### config.mk
export PLATFORM = sky130hd
export DESIGN_NAME = imem_program_loader_flat
export DESIGN_NICKNAME = d
export VERILOG_FILES = /design/src/rtl/imem_program_loader_if.sv /design/src/rtl/imem_program_loader.sv /design/src/flat_wrapper.sv
export SDC_FILE = /design/constraint.sdc
export NUM_CORES = 1
export LEC_CHECK = 0
export CORE_AREA = 2 2 101 103
export CTS_CLUSTER_DIAMETER = 50
export DETAILED_ROUTE_END_ITERATION = 7
export DIE_AREA = 0 0 103 105
export PLACE_DENSITY = 0.77
export SYNTH_ARGS = -nofsm -noshare
export SYNTH_HDL_FRONTEND = slang
export SYNTH_SLANG_ARGS = --single-unit
### constraint.sdc
create_clock -name clk -period 6.9 [get_ports clk]
set_input_delay 2.07 -clock clk [delete_from_list [all_inputs] [get_ports clk]]
set_output_delay 2.07 -clock clk [all_outputs]
set_load 0.02 [all_outputs]
### src/rtl/imem_program_loader_if.sv
// Byte-stream input and instruction-memory write port of the program loader.
// The master side drives the stream and reload; the slave side is the loader.
interface imem_program_loader_if #(
   parameter int ADDR_W = 10
);
   logic              in_valid;
   logic [7:0]        in_data;
   logic              in_ready;
   logic              reload;
   logic              imem_we;
   logic [ADDR_W-1:0] imem_addr;
   logic [31:0]       imem_wdata;
   logic              core_rst;
   logic              done;
   logic              error;

   modport master (
      output in_valid, in_data, reload,
      input  in_ready, imem_we, imem_addr, imem_wdata, core_rst, done, error
   );

   modport slave (
      input  in_valid, in_data, reload,
      output in_ready, imem_we, imem_addr, imem_wdata, core_rst, done, error
   );
endinterface

### src/rtl/imem_program_loader.sv
// Receives a framed program image (LEN_HI, LEN_LO, N big-endian words, XOR checksum)
// and writes it into instruction memory, holding the core in reset until it verifies.
//
// state    | meaning
// S_LEN_HI | waiting for the high byte of the word count
// S_LEN_LO | waiting for the low byte; range-checks the count
// S_DATA   | assembling payload bytes into words and writing them
// S_CSUM   | comparing the received checksum byte with the running XOR
// S_DONE   | image verified, core released; waits for reload
// S_ERR    | bad length or checksum, core held; waits for reload
module imem_program_loader #(
   parameter int ADDR_W = 10
) (
   input logic                  clk,
   input logic                  rst,
   imem_program_loader_if.slave bus
);
   typedef enum logic [2:0] {
      S_LEN_HI,
      S_LEN_LO,
      S_DATA,
      S_CSUM,
      S_DONE,
      S_ERR
   } state_t;

   localparam logic [16:0] MAX_WORDS = 17'd1 << ADDR_W;

   state_t            state, state_nxt;
   logic [7:0]        len_hi, len_hi_nxt;
   logic [15:0]       len, len_nxt;
   logic [1:0]        byte_cnt, byte_cnt_nxt;
   logic [23:0]       asm_q, asm_nxt;
   logic [ADDR_W:0]   word_idx, word_idx_nxt;
   logic [7:0]        csum, csum_nxt;
   logic              we, we_nxt;
   logic [ADDR_W-1:0] addr, addr_nxt;
   logic [31:0]       wdata, wdata_nxt;
   logic              core_rst, done, error;
   logic              ready, xfer, last_word;
   logic [15:0]       len_in;

   assign ready     = (state == S_LEN_HI) || (state == S_LEN_LO) ||
                      (state == S_DATA)   || (state == S_CSUM);
   assign xfer      = bus.in_valid && ready;
   assign len_in    = {len_hi, bus.in_data};
   // word_idx is one bit wider than the address so a full 2**ADDR_W image compares cleanly
   assign last_word = ((17'(word_idx) + 17'd1) == {1'b0, len});

   always_comb begin
      state_nxt    = state;
      len_hi_nxt   = len_hi;
      len_nxt      = len;
      byte_cnt_nxt = byte_cnt;
      asm_nxt      = asm_q;
      word_idx_nxt = word_idx;
      csum_nxt     = csum;
      we_nxt       = 1'b0;
      addr_nxt     = addr;
      wdata_nxt    = wdata;
      case (state)
         S_LEN_HI: begin
            if (xfer) begin
               len_hi_nxt = bus.in_data;
               csum_nxt   = csum ^ bus.in_data;
               state_nxt  = S_LEN_LO;
            end
         end
         S_LEN_LO: begin
            if (xfer) begin
               len_nxt  = len_in;
               csum_nxt = csum ^ bus.in_data;
               if ({1'b0, len_in} > MAX_WORDS) begin
                  state_nxt = S_ERR;
               end else if (len_in == 16'd0) begin
                  state_nxt = S_CSUM;
               end else begin
                  state_nxt = S_DATA;
               end
            end
         end
         S_DATA: begin
            if (xfer) begin
               csum_nxt     = csum ^ bus.in_data;
               byte_cnt_nxt = byte_cnt + 2'd1;
               asm_nxt      = {asm_q[15:0], bus.in_data};
               if (byte_cnt == 2'd3) begin
                  we_nxt       = 1'b1;
                  addr_nxt     = word_idx[ADDR_W-1:0];
                  wdata_nxt    = {asm_q, bus.in_data};
                  word_idx_nxt = word_idx + 1'b1;
                  if (last_word) begin
                     state_nxt = S_CSUM;
                  end
               end
            end
         end
         S_CSUM: begin
            if (xfer) begin
               state_nxt = (bus.in_data == csum) ? S_DONE : S_ERR;
            end
         end
         S_DONE, S_ERR: begin
            if (bus.reload) begin
               state_nxt    = S_LEN_HI;
               csum_nxt     = 8'd0;
               word_idx_nxt = '0;
               byte_cnt_nxt = 2'd0;
            end
         end
         default: state_nxt = S_LEN_HI;
      endcase
   end

   always_ff @(posedge clk or posedge rst) begin
      if (rst) begin
         state    <= S_LEN_HI;
         len_hi   <= 8'd0;
         len      <= 16'd0;
         byte_cnt <= 2'd0;
         asm_q    <= 24'd0;
         word_idx <= '0;
         csum     <= 8'd0;
         we       <= 1'b0;
         addr     <= '0;
         wdata    <= 32'd0;
         core_rst <= 1'b1;
         done     <= 1'b0;
         error    <= 1'b0;
      end else begin
         state    <= state_nxt;
         len_hi   <= len_hi_nxt;
         len      <= len_nxt;
         byte_cnt <= byte_cnt_nxt;
         asm_q    <= asm_nxt;
         word_idx <= word_idx_nxt;
         csum     <= csum_nxt;
         we       <= we_nxt;
         addr     <= addr_nxt;
         wdata    <= wdata_nxt;
         core_rst <= (state_nxt != S_DONE);
         done     <= (state_nxt == S_DONE);
         error    <= (state_nxt == S_ERR);
      end
   end

   assign bus.in_ready   = ready;
   assign bus.imem_we    = we;
   assign bus.imem_addr  = addr;
   assign bus.imem_wdata = wdata;
   assign bus.core_rst   = core_rst;
   assign bus.done       = done;
   assign bus.error      = error;
endmodule

### src/flat_wrapper.sv
// flat-port wrapper written by rule: the top's interface ports become plain ports
module imem_program_loader_flat 
#(
   parameter int ADDR_W = 10
)
  (clk, rst, bus_in_valid, bus_in_data, bus_reload, bus_in_ready, bus_imem_we, bus_imem_addr, bus_imem_wdata, bus_core_rst, bus_done, bus_error);
  imem_program_loader_if #(.ADDR_W(ADDR_W)) bus_i ();
  input logic clk;
  input logic rst;
  input wire logic [$bits(bus_i.in_valid)-1:0] bus_in_valid;
  input wire logic [$bits(bus_i.in_data)-1:0] bus_in_data;
  input wire logic [$bits(bus_i.reload)-1:0] bus_reload;
  output wire logic [$bits(bus_i.in_ready)-1:0] bus_in_ready;
  output wire logic [$bits(bus_i.imem_we)-1:0] bus_imem_we;
  output wire logic [$bits(bus_i.imem_addr)-1:0] bus_imem_addr;
  output wire logic [$bits(bus_i.imem_wdata)-1:0] bus_imem_wdata;
  output wire logic [$bits(bus_i.core_rst)-1:0] bus_core_rst;
  output wire logic [$bits(bus_i.done)-1:0] bus_done;
  output wire logic [$bits(bus_i.error)-1:0] bus_error;
  assign bus_i.in_valid = bus_in_valid;
  assign bus_i.in_data = bus_in_data;
  assign bus_i.reload = bus_reload;
  assign bus_in_ready = bus_i.in_ready;
  assign bus_imem_we = bus_i.imem_we;
  assign bus_imem_addr = bus_i.imem_addr;
  assign bus_imem_wdata = bus_i.imem_wdata;
  assign bus_core_rst = bus_i.core_rst;
  assign bus_done = bus_i.done;
  assign bus_error = bus_i.error;
  imem_program_loader #(.ADDR_W(ADDR_W)) u_core (.clk(clk), .rst(rst), .bus(bus_i));
endmodule
Word-level counts from Yosys, hierarchy flattened
Cells that the tools add are included.
Cells by class
  $add $sub $neg: 3
  $lt $le $gt $ge: 1
  equality and inequality tests: 15
  multiplexer cells: 24
  bitwise operators: 1
  reduce and logical (&&, ||, !) cells: 17
Operators by type and width (count)
  11-bit 2-to-1 mux: 3
  3-bit 2-to-1 mux: 8
  11-bit case mux with 2 select lines: 1
  17-bit by 16-bit == test with 1-bit output: 1
  16-bit by 11-bit greater-than comparator with 1-bit output, second input constant: 1
  16-bit logical NOT: 1
  8-bit 2-to-1 mux: 2
  8-bit case mux with 2 select lines: 1
  3-bit case mux with 5 select lines: 1
  11-bit by 1-bit adder with 12-bit output, second input constant: 1
  3-bit == test, second input constant: 4
  11-bit by 1-bit adder with 11-bit output, second input constant: 1
  3-bit AND reduction: 3
  8-bit == test: 1
  8-bit XOR: 1
  3-bit by 2-bit == test with 1-bit output, second input constant: 2
  2-bit AND reduction: 3
  1-bit 2-to-1 mux: 5
  2-bit 2-to-1 mux: 2
  2-bit by 1-bit != test with 1-bit output, second input constant: 2
  2-bit != test, second input constant: 2
  2-bit case mux with 2 select lines: 1
  4-bit AND reduction: 1
  2-bit nonzero test: 2
  other kinds (9): 11
Storage, ports and cells
  flip-flop bits (word level): 118
  input port bits: 12
  output and inout bits: 47
  word-level logic and storage cells: 74

Depth between registers and ports, before layout
Gate-level depths: netlist of run 1.
  word-level depth: 8
  gate-level depth with buffers: 9
  depth with buffers taken out: 7

Least setup slack after synthesis of run 1
No wires, ideal clock.
  kind: input -> register
  from: input port bus_in_data[6]
  to: register u_core.error (netlist: u_core.bus.error)
  library setup time: 0.119 ns
  data arrival time: 3.420 ns
  data required time: 6.781 ns
  path slack: 3.361 ns
  stages on the path: 7
  path buffers: 1
  cells stage by stage: clkbuf_1 > nor4_1 > a31o_2 > o2111ai_1 > a211oi_1 > o41ai_2 > and2_1
On the way
  word-level cells in the longest chain between the ends: 6
  elaborated cells on any way between the ends: 10
  classes of those cells: 1 x order compare; 2 x eq/ne; 6 x mux; 1 x reduce/logical
Ends and longest elaborated chain
  start, declared: line flat_wrapper.sv:11  | input wire logic [$bits(bus_i.in_data)-1:0] bus_in_data;
  parallel branches: the longest is 4 deep, another holds 16-bit by 11-bit greater-than comparator with 1-bit output
  3-bit case mux with 5 select lines *: line imem_program_loader.sv:61  | case (state)
  named net u_core.state_nxt[0]: line imem_program_loader.sv:29  | state_t state, state_nxt;
  3-bit == test *: line imem_program_loader.sv:143  | error <= (state_nxt == S_ERR);
  end signal, assigned: line imem_program_loader.sv:143
  end, declared: line imem_program_loader.sv:39  | logic core_rst, done, error;
Mark *: on every way through the listed nets, which the timed path passes.
A chain may end at the register's enable or synchronous reset.

Worst setup path after layout of run 1
  from: input port bus_in_valid
  to: register u_core.error (netlist: u_core.bus.error)
On the way
  word-level cells in the longest chain between the ends: 4
  elaborated cells on any way between the ends: 7
  classes of those cells: 1 x eq/ne; 5 x mux; 1 x reduce/logical
Ends and longest elaborated chain
  start, declared: line flat_wrapper.sv:10  | input wire logic [$bits(bus_i.in_valid)-1:0] bus_in_valid;
  1-bit logical AND *: line imem_program_loader.sv:45  | assign xfer = bus.in_valid && ready;
  3-bit 2-to-1 mux (on tied branches)
  3-bit case mux with 5 select lines *: line imem_program_loader.sv:61
  named net u_core.state_nxt[0]: line imem_program_loader.sv:29
  3-bit == test *: line imem_program_loader.sv:143
The timed path passes the listed nets; every way through them passes the cells marked *.

==> impl_metrics.env, run 1 <==
export IMPL_crit_path_cell_trace="clkdlybuf4s50_1, nor4bb_4, buf_4, nand2_1, inv_2, o21a_1, o2111ai_1, o41ai_2, and2_1"
export IMPL_io_pins=59
export IMPL_hold_worst_slack_ns=0.470
export IMPL_routed_wl_mm=11.5
export IMPL_power_mw=2.32
export IMPL_drc=0
export IMPL_total_track_usage_pct=23.2
export IMPL_post_route_min_period_ns=4.42
export IMPL_final_nets=533
export IMPL_tritoncts_num_sinks=118
export IMPL_critPathRequiredTime_ns=7.36
export IMPL_post_cts_repair_setup_buffers=0
export IMPL_layout_filler_cells=739
export IMPL_h_tree_depth=4
export IMPL_detailedPlace_worstSlack_ns=1.96
export IMPL_clockBufferDepth=2
export IMPL_first_pass_grt_wire_length_mm=19.0
export IMPL_outcome="complete, no violations"
export IMPL_setup_violations_final=0
export IMPL_use_met2_pct=34.2
export IMPL_start_util_pct=53.9
export IMPL_mappedNetlistNets=485
export IMPL_instance_count_along_the_most_critical_hold_path=2
export IMPL_worst_r2r_path_depth=8
export IMPL_met3_usage_pct=6.56
export IMPL_cts_root_buffer_cell="clkbuf_8"
export IMPL_timing_max_transition_violations_final=0
export IMPL_post_dp_hpwl_mm=7.43
export IMPL_cp_slowest_cell="inv_2"
export IMPL_port_buffer_count=58
export IMPL_layout_drive_gt1_share_pct=19.8
export IMPL_hold_violations=0
export IMPL_timing_critical_path_from_type="input port"
export IMPL_synth_area_leaders="dfrtp_1, mux2_2, nand2_1"
export IMPL_yosysSeqAreaShare_pct=56.9
export IMPL_finalClockSkew_ns=0.0108
export IMPL_cts_resized=0
export IMPL_dr_pass1_iters=5
export IMPL_via_count=3751
export IMPL_drt_wirelength_per_cell_um=17.4
export IMPL_yosysWarnings=0
export IMPL_grt_overflow_total=0
export IMPL_flow_area_growth_from_synthesis_pct=24.3
export IMPL_floorplan_core_area_um2=9640
export IMPL_most_common_layout_cells="dfrtp_1, nand2_1, mux2_2, clkdlybuf4s50_1, o21ai_0"
export IMPL_total_clock_buffers_created_by_cts=17
export IMPL_slew_headroom_pct=23.7
export IMPL_diodes=0
export IMPL_dieArea_um2=10800
export IMPL_synthesis_area_per_instance_um2=11.0
export IMPL_cts_hold_repair_buffers=0
export IMPL_detail_route_vias_per_cell=5.65
export IMPL_min_delay_path_class="flip-flop to flip-flop"
export IMPL_layout_cells_most_common="dfrtp_1"
export IMPL_timing_setup_critical_path_class="input port to flip-flop"
export IMPL_fin_ws_ns=2.48
export IMPL_yosys_register_bits=118
export IMPL_dr_iter_0_viols=217
export IMPL_power_static_leakage_nw=2.96
export IMPL_synthesis_area_um2=5190
export IMPL_rows=36
export IMPL_timing_setup_tns_ns=0
export IMPL_synth_top_area_share_pct=56.4
export IMPL_antenna_found_initial=0
export IMPL_powerDensity_nw_per_um2=359
export IMPL_unrepaired_setup_endpoints_after_global_routing="false"
export IMPL_synth_largest_area_cell="dfrtp_1"
export IMPL_number_of_global_route_vias_before_repair=3701
export IMPL_maximum_number_of_pins_on_one_net_before_global_route_repair=67
export IMPL_clk_insertion_delay_late_ns=0.52
export IMPL_yosys_cell_types_count=49
export IMPL_grt_util_met1_pct=32.1
export IMPL_synth_top_flop_cell="dfrtp_1"
export IMPL_clkTransAtPathRegs_ns=0.06
export IMPL_gp_routability_congestion=0.845
export IMPL_slowest_delay_ns=0.59
export IMPL_fraction_of_synthesis_flops_using_an_asynchronous_set_or_reset_pin_pct=100
export IMPL_grt_busiest_layer="met2"
export IMPL_post_route_period_util_pct=64.1
export IMPL_ant_nets=0
export IMPL_irDropWorstVdd_v=0.000207
export IMPL_netlist_instances=471
export IMPL_max_freq_mhz=226
export IMPL_timing_critical_path_to_type="flip-flop"
export IMPL_dieHeight_um=105
export IMPL_dieWidth_um=103
export IMPL_tritoncts="built"
export IMPL_number_of_flops_mapped_to_enable_cells_by_yosys=0
export IMPL_critical_path_arrival_ns=4.88
export IMPL_timing_worst_slew_pin_value_ns=1.14
export IMPL_crit_fanout=45
export IMPL_drv_cap=0
-- worst paths after layout --
kind	start	endpoint	slack, ns
min reg2reg	u_core.asm_q[18]	u_core.bus.imem_wdata[26]	0.47
max	bus_in_valid	u_core.bus.error	2.48
max reg2reg	u_core.state[1]	u_core.bus.error	3.99
min in group asynchronous	rst	u_core.asm_q[17]	2.06
min	u_core.asm_q[18]	u_core.bus.imem_wdata[26]	0.47
max in group asynchronous	rst	u_core.len[15]	3.67
-- sequential cells by signal, indices dropped and copies added, names as in the netlist --
signal                 count
u_core.asm_q              24
u_core.bus.imem_addr      10
u_core.len                16
u_core.bus.imem_wdata     32
u_core.bus.imem_we         1
u_core.bus.done            1
u_core.bus.error           1
u_core.csum                8
u_core.len_hi              8
u_core.bus.core_rst        1
u_core.state               3
u_core.byte_cnt            2
u_core.word_idx           11
-- kinds of logic (layout without fill, tap and decap cells) --
kind of cell / count (synthesis) / after routing / synth area share, %
buffers and inverters: 39 / 99 / 3.13
AOI/OAI and AO/OA: 73 / 73 / 8.50
xor gates and xnor gates: 21 / 21 / 3.54
DFF: 118 / 118 / 56.9
adders and majority gates: 2 / 2 / 0.482
and+or+nand+nor: 153 / 153 / 13.4
muxes: 65 / 65 / 14.0
-- area by class of cell --
type | instances | area, µm² | area share (%)
inverters | 7 | 28.8 | 0.446
flip-flops and latches | 118 | 2950 | 45.7
well taps | 133 | 166 | 2.58
multi-input cells | 314 | 2090 | 32.4
clock inverters | 8 | 146 | 2.27
clock buffers | 23 | 467 | 7.23
repair buffers | 61 | 603 | 9.34
-- per-layer routing --
metal | wire (µm) | vias to the layer above
met3 | 589 | 25
met5 | 0 | -
met1 | 5110 | 1891
li1 | - | 1716
met2 | 5540 | 119
met4 | 302 | 0
-- per-stage QoR --
step / instance area, µm² / std cells / util, %
detailed placement: 5850 / 633 / 60.6
finish: 6460 / 664 / 67.0
global route: 6460 / 664 / 67.0
global placement: 5850 / 633 / 60.6
floorplan: 5190 / 471 / -
CTS: 6460 / 664 / 67.0
-- cells in the mapped netlist (all sizes together) (7+ instances only) --
cell,n
mux2,63
inv,7
nor2,14
nand2,94
nand3,8
xor2,13
dfrtp,117
xnor2,8
o21ai,36
clkbuf,21
a21oi,15
buf,11
-- worst max-delay path, delay by kind of cell --
| family | cells | cell delay [ns] |
|---|---|---|
| simple gates | 3 | 0.57 |
| buf+inv | 3 | 1.53 |
| compound gates | 3 | 0.69 |
-- report_power, final --
part / leakage (nW) / internal (mW) / switching [mW]
logic: 1.09 / 0.221 / 0.209
registers: 1.57 / 0.841 / 0.132
clock network: 0.298 / 0.612 / 0.300
(Power assumes the default switching activity.)
==> run 2: changes to the inputs <==
- CORE_AREA: 2 2 101 103 -> 2 2 105 107
- DIE_AREA: 0 0 103 105 -> 0 0 107 109
- PLACE_DENSITY: 0.77 -> 0.74
- clock period: 6.9 -> 4 ns (I/O delays scaled with it)
==> impl_metrics.env, run 2 (synthesized netlist as in run 1, its figures left out) <==
export IMPL_crit_path_cell_trace="inv_1, clkdlybuf4s50_1"
export IMPL_rows=38
export IMPL_post_dp_hpwl_mm=7.41
export IMPL_diodes=0
export IMPL_flip_flop_count_of_the_largest_register_after_layout=32
export IMPL_io_pins=59
export IMPL_crit_fanout=9
export IMPL_most_common_layout_cells="dfrtp_1, nand2_1, mux2_2, clkdlybuf4s50_1, o21ai_0"
export IMPL_timing_setup_critical_path_class="flip-flop to output port"
export IMPL_layout_filler_cells=824
export IMPL_detailedPlace_worstSlack_ns=0.515
export IMPL_dr_pass1_iters=4
export IMPL_total_clock_buffers_created_by_cts=17
export IMPL_clkTransAtPathRegs_ns=0.06
export IMPL_setup_violations_final=0
export IMPL_drc=0
export IMPL_dieHeight_um=109
export IMPL_drv_cap=0
export IMPL_flow_area_growth_from_synthesis_pct=24.1
export IMPL_min_delay_start="u_core.asm_q[19]"
export IMPL_fin_ws_ns=1.03
export IMPL_routed_wl_mm=11.7
export IMPL_number_of_global_route_vias_before_repair=3824
export IMPL_tritoncts_num_sinks=118
export IMPL_post_place_cells=642
export IMPL_maximum_number_of_pins_on_one_net_before_global_route_repair=119
export IMPL_powerDensity_nw_per_um2=599
export IMPL_worstPathBufferInverterCount=2
export IMPL_antenna_found_initial=0
export IMPL_multi_input_area_um2=2090
export IMPL_clk_insertion_delay_late_ns=0.52
export IMPL_drt_wirelength_per_cell_um=17.3
export IMPL_sequential_area_um2=2950
export IMPL_h_tree_depth=4
export IMPL_hold_worst_slack_ns=0.471
export IMPL_start_util_pct=49.0
export IMPL_dieArea_um2=11700
export IMPL_first_pass_grt_wire_length_mm=19.1
export IMPL_power_static_leakage_nw=2.94
export IMPL_port_buffer_count=58
export IMPL_final_nets=535
export IMPL_min_delay_path_class="flip-flop to flip-flop"
export IMPL_final_std_cells_w_o_fill=674
export IMPL_ant_nets=0
export IMPL_cp_slowest_cell="clkdlybuf4s50_1"
export IMPL_slew_headroom_pct=42.7
export IMPL_cts_resized=0
export IMPL_worst_r2r_startpoint="u_core.word_idx[0]"
export IMPL_total_track_usage_pct=21.4
export IMPL_timing_worst_slew_pin_value_ns=0.859
export IMPL_via_count=3766
export IMPL_worst_path_dominant_cell_family="buffers and inverters"
export IMPL_timing_setup_tns_ns=0
export IMPL_grt_overflow_total=0
export IMPL_layout_cells_most_common="dfrtp_1"
export IMPL_post_route_min_period_ns=2.97
export IMPL_irDropWorstVdd_v=0.000286
export IMPL_max_freq_mhz=336
export IMPL_detail_route_vias_per_cell=5.59
export IMPL_tritoncts="built"
export IMPL_clockBufferDepth=2
export IMPL_critical_path_arrival_ns=1.77
export IMPL_hold_violations=0
export IMPL_timing_max_transition_violations_final=0
export IMPL_timing_critical_path_to_type="output port"
export IMPL_critPathRequiredTime_ns=2.80
export IMPL_cts_root_buffer_cell="clkbuf_8"
export IMPL_timing_critical_path_from_type="flip-flop"
export IMPL_outcome="complete, no violations"
export IMPL_slowest_delay_ns=0.61
export IMPL_dr_iter_0_viols=230
export IMPL_finalClockSkew_ns=0.0144
export IMPL_cts_hold_repair_buffers=0
export IMPL_layout_drive_gt1_share_pct=20.8
export IMPL_cp_startpoint="u_core.state[2]"
export IMPL_post_route_period_util_pct=74.4
export IMPL_post_cts_repair_setup_buffers=0
export IMPL_unrepaired_setup_endpoints_after_global_routing="false"
export IMPL_gp_routability_congestion=0.861
export IMPL_dieWidth_um=107
export IMPL_floorplan_core_area_um2=10600
[run 2: final timing paths]
path / depth (start not counted) / endpoint / slack, ns
worst max-delay path: 2 / bus_in_ready / 1.03
worst min-delay path: 2 / u_core.bus.imem_wdata[27] / 0.47
worst max register to register: 7 / u_core.bus.error / 1.37
worst min register to register: 2 / u_core.bus.imem_wdata[27] / 0.47
max in group asynchronous: 3 / u_core.csum[5] / 2.34
min in group asynchronous: 3 / u_core.word_idx[9] / 1.23
[run 2: cell type report]
class / instances / area share [%]
flip-flops and latches: 118 / 45.8
multi-input cells: 314 / 32.5
repair buffers: 63 / 9.78
clock buffers: 18 / 6.64
well taps: 140 / 2.72
clock inverters: 14 / 2.08
inverters: 7 / 0.466
[run 2: where the power goes]
group	internal (mW)	switching, mW
Clock	0.854	0.578
Sequential	1.45	0.228
Combinational	0.387	0.366
[run 2: per-stage QoR]
stage | utilization (%) | cell area, µm² | total power, mW
final | 60.8 | 6440 | 3.86
after global routing | 60.8 | 6440 | 4.06
after CTS | 60.8 | 6440 | 3.88
after floorplan | - | 5200 | 2.19
after global placement | 55.5 | 5880 | 2.39
after detailed placement | 55.5 | 5880 | 2.43
[run 2: tightest hold or removal path: stages, from the launching register on]
cell	delay, ns
dfrtp_1	0.34
nand2_1	0.05
nand2_1	0.05
[run 2: layer usage]
metal  wire, µm  vias up  track usage, %
li1           -     1718               -
met1       5120     1910            26.8
met2       5860      115            35.9
met3        468       23            4.72
met4        222        0            9.65
met5          0        -               0
